$ cat src/rtl/pwm_gen.sv
// pwm_gen: duty-programmable PWM generator driven by an external divided clock.
//
// Counts rising edges of tick_in (the clock-divider output) into a PWM period
// of PERIOD ticks. Duty values are written over a valid/ready handshake into a
// shadow register. They only take effect at a period boundary or at start-up,
// so the output never glitches.
//
// Build option: define PWM_GEN_SYNC_EN to pass tick_in through a 2-flop
// synchronizer and a delay flop before edge detection. Use it whenever tick_in
// is not synchronous to clk. Without it, tick_in is edge-detected directly.
//
// Ports:
//   clk          system clock (50 MHz)
//   rst          asynchronous reset, active low
//   tick_in      divided clock, time base of the PWM
//   en           run request, sampled at start and at each period wrap
//   duty_in      requested duty in ticks (WIDTH bits)
//   duty_valid   duty_in valid
//   duty_ready   shadow register empty, a duty value can be accepted
//   pwm_out      registered PWM output
//   period_done  one-cycle pulse after each period wrap
//   busy         FSM not idle
`timescale 1ns/1ps

module pwm_gen #(
  parameter int unsigned WIDTH  = 8,
  parameter int unsigned PERIOD = 100
) (
  input  logic             clk,
  input  logic             rst,
  input  logic             tick_in,
  input  logic             en,
  input  logic [WIDTH-1:0] duty_in,
  input  logic             duty_valid,
  output logic             duty_ready,
  output logic             pwm_out,
  output logic             period_done,
  output logic             busy
);

  typedef enum logic [1:0] {
    IDLE  = 2'd0,
    RUN   = 2'd1,
    DRAIN = 2'd2
  } state_t;

  localparam logic [WIDTH-1:0] LAST = WIDTH'(PERIOD - 1);

  state_t           state;
  logic [WIDTH-1:0] cnt;
  logic [WIDTH-1:0] duty_active;
  logic [WIDTH-1:0] shadow;
  logic             shadow_full;
  logic             tick;
  logic             start;
  logic             wrap;
  logic             load;
  logic             xfer;

`ifdef PWM_GEN_SYNC_EN
  logic s1, s2, s3;

  always_ff @(posedge clk or negedge rst) begin
    if (!rst) begin
      s1 <= 1'b0;
      s2 <= 1'b0;
      s3 <= 1'b0;
    end else begin
      s1 <= tick_in;
      s2 <= s1;
      s3 <= s2;
    end
  end

  assign tick = s2 & ~s3;
`else
  logic tick_d;

  always_ff @(posedge clk or negedge rst) begin
    if (!rst) begin
      tick_d <= 1'b0;
    end else begin
      tick_d <= tick_in;
    end
  end

  assign tick = tick_in & ~tick_d;
`endif

  // ready is simply "shadow empty", so a transfer can never overwrite a
  // pending value; at a coinciding wrap the old shadow still reaches
  // duty_active because both updates are non-blocking.
  assign duty_ready = ~shadow_full;
  assign busy       = (state != IDLE);
  assign xfer       = duty_valid && !shadow_full;
  assign start      = (state == IDLE) && tick && en;
  assign wrap       = (state == RUN) && tick && (cnt == LAST);
  assign load       = start || wrap;

  always_ff @(posedge clk or negedge rst) begin
    if (!rst) begin
      state       <= IDLE;
      cnt         <= '0;
      duty_active <= '0;
      shadow      <= '0;
      shadow_full <= 1'b0;
      pwm_out     <= 1'b0;
      period_done <= 1'b0;
    end else begin
      period_done <= wrap;
      // cnt never exceeds PERIOD-1, so any duty >= PERIOD holds the output high
      pwm_out     <= (state == RUN) && (cnt < duty_active);

      case (state)
        IDLE: begin
          cnt <= '0;
          if (start) begin
            state <= RUN;
          end
        end
        RUN: begin
          if (tick) begin
            if (cnt == LAST) begin
              cnt <= '0;
              if (!en) begin
                state <= DRAIN;
              end
            end else begin
              cnt <= cnt + WIDTH'(1);
            end
          end
        end
        DRAIN: begin
          cnt   <= '0;
          state <= IDLE;
        end
        default: begin
          cnt   <= '0;
          state <= IDLE;
        end
      endcase

      if (load && shadow_full) begin
        duty_active <= shadow;
      end

      if (xfer) begin
        shadow      <= duty_in;
        shadow_full <= 1'b1;
      end else if (load) begin
        shadow_full <= 1'b0;
      end
    end
  end

endmodule

$ cat config.mk
export PLATFORM = sky130hd
export DESIGN_NAME = pwm_gen
export DESIGN_NICKNAME = d
export VERILOG_FILES = /design/src/rtl/pwm_gen.sv
export SDC_FILE = /design/constraint.sdc
export NUM_CORES = 1
export LEC_CHECK = 0
export BUFFER_PORTS_ARGS = -buffer_cell sky130_fd_sc_hd__buf_2
export CORE_UTILIZATION = 45
export DETAILED_ROUTE_END_ITERATION = 12
export GPL_TIMING_DRIVEN = 0
export PLACE_DENSITY = 0.72
export RECOVER_POWER = 25
export SETUP_SLACK_MARGIN = 0.1
export SLEW_MARGIN = 30
export SYNTH_ARGS = -nofsm -noshare
export SYNTH_HDL_FRONTEND = slang
export SYNTH_SLANG_ARGS = --single-unit
$ cat constraint.sdc
create_clock -name clk -period 2.2 [get_ports clk]
set_clock_uncertainty 0.15 [all_clocks]
set_input_delay 0.33 -clock clk [delete_from_list [all_inputs] [get_ports clk]]
set_output_delay 0.33 -clock clk [all_outputs]
set_load 0.01 [all_outputs]
==> reports/metrics.yaml <==
status: "completed"
dpl.hpwl_um: 1800
drc: 0
ys_seq_area_frac: 0.505
cp_cell_sequence: "or3_4 -> nor4_4 -> o21ai_4 -> mux2_4"
yosys_warnings: 0
timing.critical_path.max_delay_family: "simple AND/OR/NAND/NOR gates"
via_count_of_the_first_global_routing_pass: 964
min_to: "state[1]"
worst_r2r_path_depth: 4
h-tree-depth: 2
insertion_delay_ns: 0.33
ctsRootBufferMaster: "clkbuf_4"
firstDrtPassIters: 4
most_frequent_cells_in_the_layout: "30 x dfrtp_1, 14 x buf_2, 9 x nor2_1"
crit_path_start_kind: "flop"
crit-reg2reg-capture: "duty_active[5]"
initial_utilization: 0.479
grtUsageTotal: 0.175
regToRegStartpoint: "cnt[2]"
worstPathArrival_ns: 2.09
clkTransAtPathRegs_ns: 0.10
die_x_um: 59.5
maximum_number_of_pins_on_one_net_before_global_route_repair: 31
post_synthesis_async_set_or_reset_flop_share: 1.00
critPathSlowestCell: "dfrtp_1"
chipHeight_um: 59.5
slew_worst_pin_ns: 0.742
p_leak_uw: 0.000810
wire_per_inst_um: 13.0
reg_to_reg_setup_timing_slack_ns: 0.18
postRouteWirelength_um: 2500
number_of_instances_in_the_synthesized_netlist: 122
total_core_area_mm2: 0.00310
worst_slew_margin_rel: 0.505
port_buffers: 16
postSynthNetCount: 143
mean_post_synth_cell_area_um2: 12.2
ir_drop_mv: 0.608
critPathBufInv: 0
final_estimated_routing_congestion_in_global_placement: 0.778
count_of_nets_after_finishing: 169
setup_viol: 0
num_io_pins: 17
cts_max_path_buffers: 2
antenna_found_initial: 0
viasPerCell: 4.99
min_period_ns: 2.02
area.sequential_um2: 751
hold_viol_final: 0
unrepaired_setup_endpoints_after_global_routing: "false"
fp-row-count: 20
ys_ff_latch: 30
synth-edff-count: 0
min_delay_path_depth: 2
yosys_most_used_dff: "dfrtp_1"
fillCellCount: 281
total_power_uw: 1720
inserted_clock_buffers: 5
drt-initial-drc-count: 9
power.density_cell_area_mw_per_mm2: 992
grt_overflow_total: 0
required_ns: 2.27
layout.cell_area.non_filler_mm2: 0.00173
num_vias: 964
timing.hold.ws_ns: 0.0226
holdCritPathClass: "in2reg"
mappedNetlistArea_mm2: 0.00149
final_max_slew_viol_count: 0
tns_ns: 0
yosysUniqueCellTypes: 35
max_freq_mhz: 494
area_growth_synth_to_finish_pct: 16.4
cts_tree: "yes"
multi_input_area_um2: 688
n_antenna_cell: 0
worstSetupPathType: "reg2reg"
antenna_violating_nets_post_route: 0
max_cap_violations: 0
worstPathMaxFanout: 8
die_area_mm2: 0.00354
drive_gt1_frac: 0.329
min_from: "en"
grt_pass1_wl_um: 4330
clock-sinks: 30
ratio_of_final_minimum_period_to_clock_period: 0.919
leading_cell_type_in_the_layout_fill_and_taps_excluded: "dfrtp_1"
cp_endpoint_kind: "flop"
worst_path_largest_cell_delay_ns: 0.46
placed_area_mm2: 0.00162
## where the power goes
group	switching, uW	leakage [uW]	total [uW]	internal [uW]
Sequential	126	0.000374	846	719
Clock	189	0.0000446	407	218
Combinational	189	0.000391	465	275
## cells by family after synthesis
group,after synthesis,synth area share
AOI/OAI and AO/OA,18,0.0866
xor gates and xnor gates,6,0.0353
adders and majority gates,8,0.0673
buffers and inverters,11,0.0353
DFF,30,0.505
muxes,16,0.141
and+or+nand+nor,33,0.130
## per-stage QoR
| stage | utilization | setup slack (ns) | instances |
|---|---|---|---|
| 6_report | 0.558 | 0.177 | 193 |
| 5_1_grt | 0.558 | 0.100 | 193 |
| 4_1_cts | 0.555 | 0.169 | 192 |
| 3_5_place_dp | 0.523 | 0.205 | 182 |
| 3_3_place_gp | 0.523 | 0.222 | 182 |
| 2_1_floorplan | - | 0.330 | 122 |
## worst register-to-register path: cells and delay by family (launching register included)
family | cells | cell delay, ns
and+or+nand+nor | 2 | 0.79
DFF | 1 | 0.46
muxes | 1 | 0.34
AOI/OAI and AO/OA | 1 | 0.18
## worst max path at each step
stage	from	to	depth (start not counted)
2_1_floorplan	cnt[2]	duty_active[0]	4
3_3_place_gp	cnt[2]	duty_active[2]	4
3_5_place_dp	cnt[2]	duty_active[5]	4
4_1_cts	tick_in	duty_active[5]	7
5_1_grt	tick_in	duty_active[5]	7
6_report	cnt[2]	duty_active[5]	4
## cell usage after synthesis, types with 2 or more instances
cell type | instances | area, um2
a211oi_1 | 2 | 15.0
a21oi_1 | 4 | 20.0
dfrtp_1 | 30 | 751
ha_1 | 8 | 100
inv_1 | 8 | 30.0
mux2_2 | 8 | 90.1
mux2_4 | 8 | 120
nand2_1 | 6 | 22.5
nand2b_1 | 2 | 12.5
nor2_1 | 9 | 33.8
nor2b_1 | 4 | 25.0
o2111ai_1 | 2 | 17.5
o21ai_0 | 4 | 20.0
or2_2 | 2 | 12.5
xnor2_1 | 3 | 26.3
xor2_1 | 3 | 26.3
## cell type report
cell class / count / area share
Buffer: 3 / 0.0130
Clock buffer: 8 / 0.0455
Inverter: 8 / 0.0173
Multi-Input combinational cell: 81 / 0.397
Sequential cell: 30 / 0.434
Tap cell: 44 / 0.0318
Timing Repair Buffer: 19 / 0.0614
## state kept, by name, summed over array words and instances (netlist names)
register,cells
cnt,8
duty_active,8
shadow,8
state,2
period_done,1
pwm_out,1
shadow_full,1
tick_d,1
## timing repair
action                                 in CTS  in global routing
setup buffers                               0                  1
endpoints found under the hold margin      31                  0
gates resized for setup                     0                  1
setup endpoints to repair                   0                 12
hold buffers                                2                  0
## metal layers
layer  part of all wire  global-route usage  up-vias
met2               0.46               0.279       16
met3              0.042              0.0677        6
met4              0.020              0.0797        0
met5                  0                   0        -
li1                   -                   -      482
met1               0.47               0.209      460
Power figures use the tool's default switching activity.
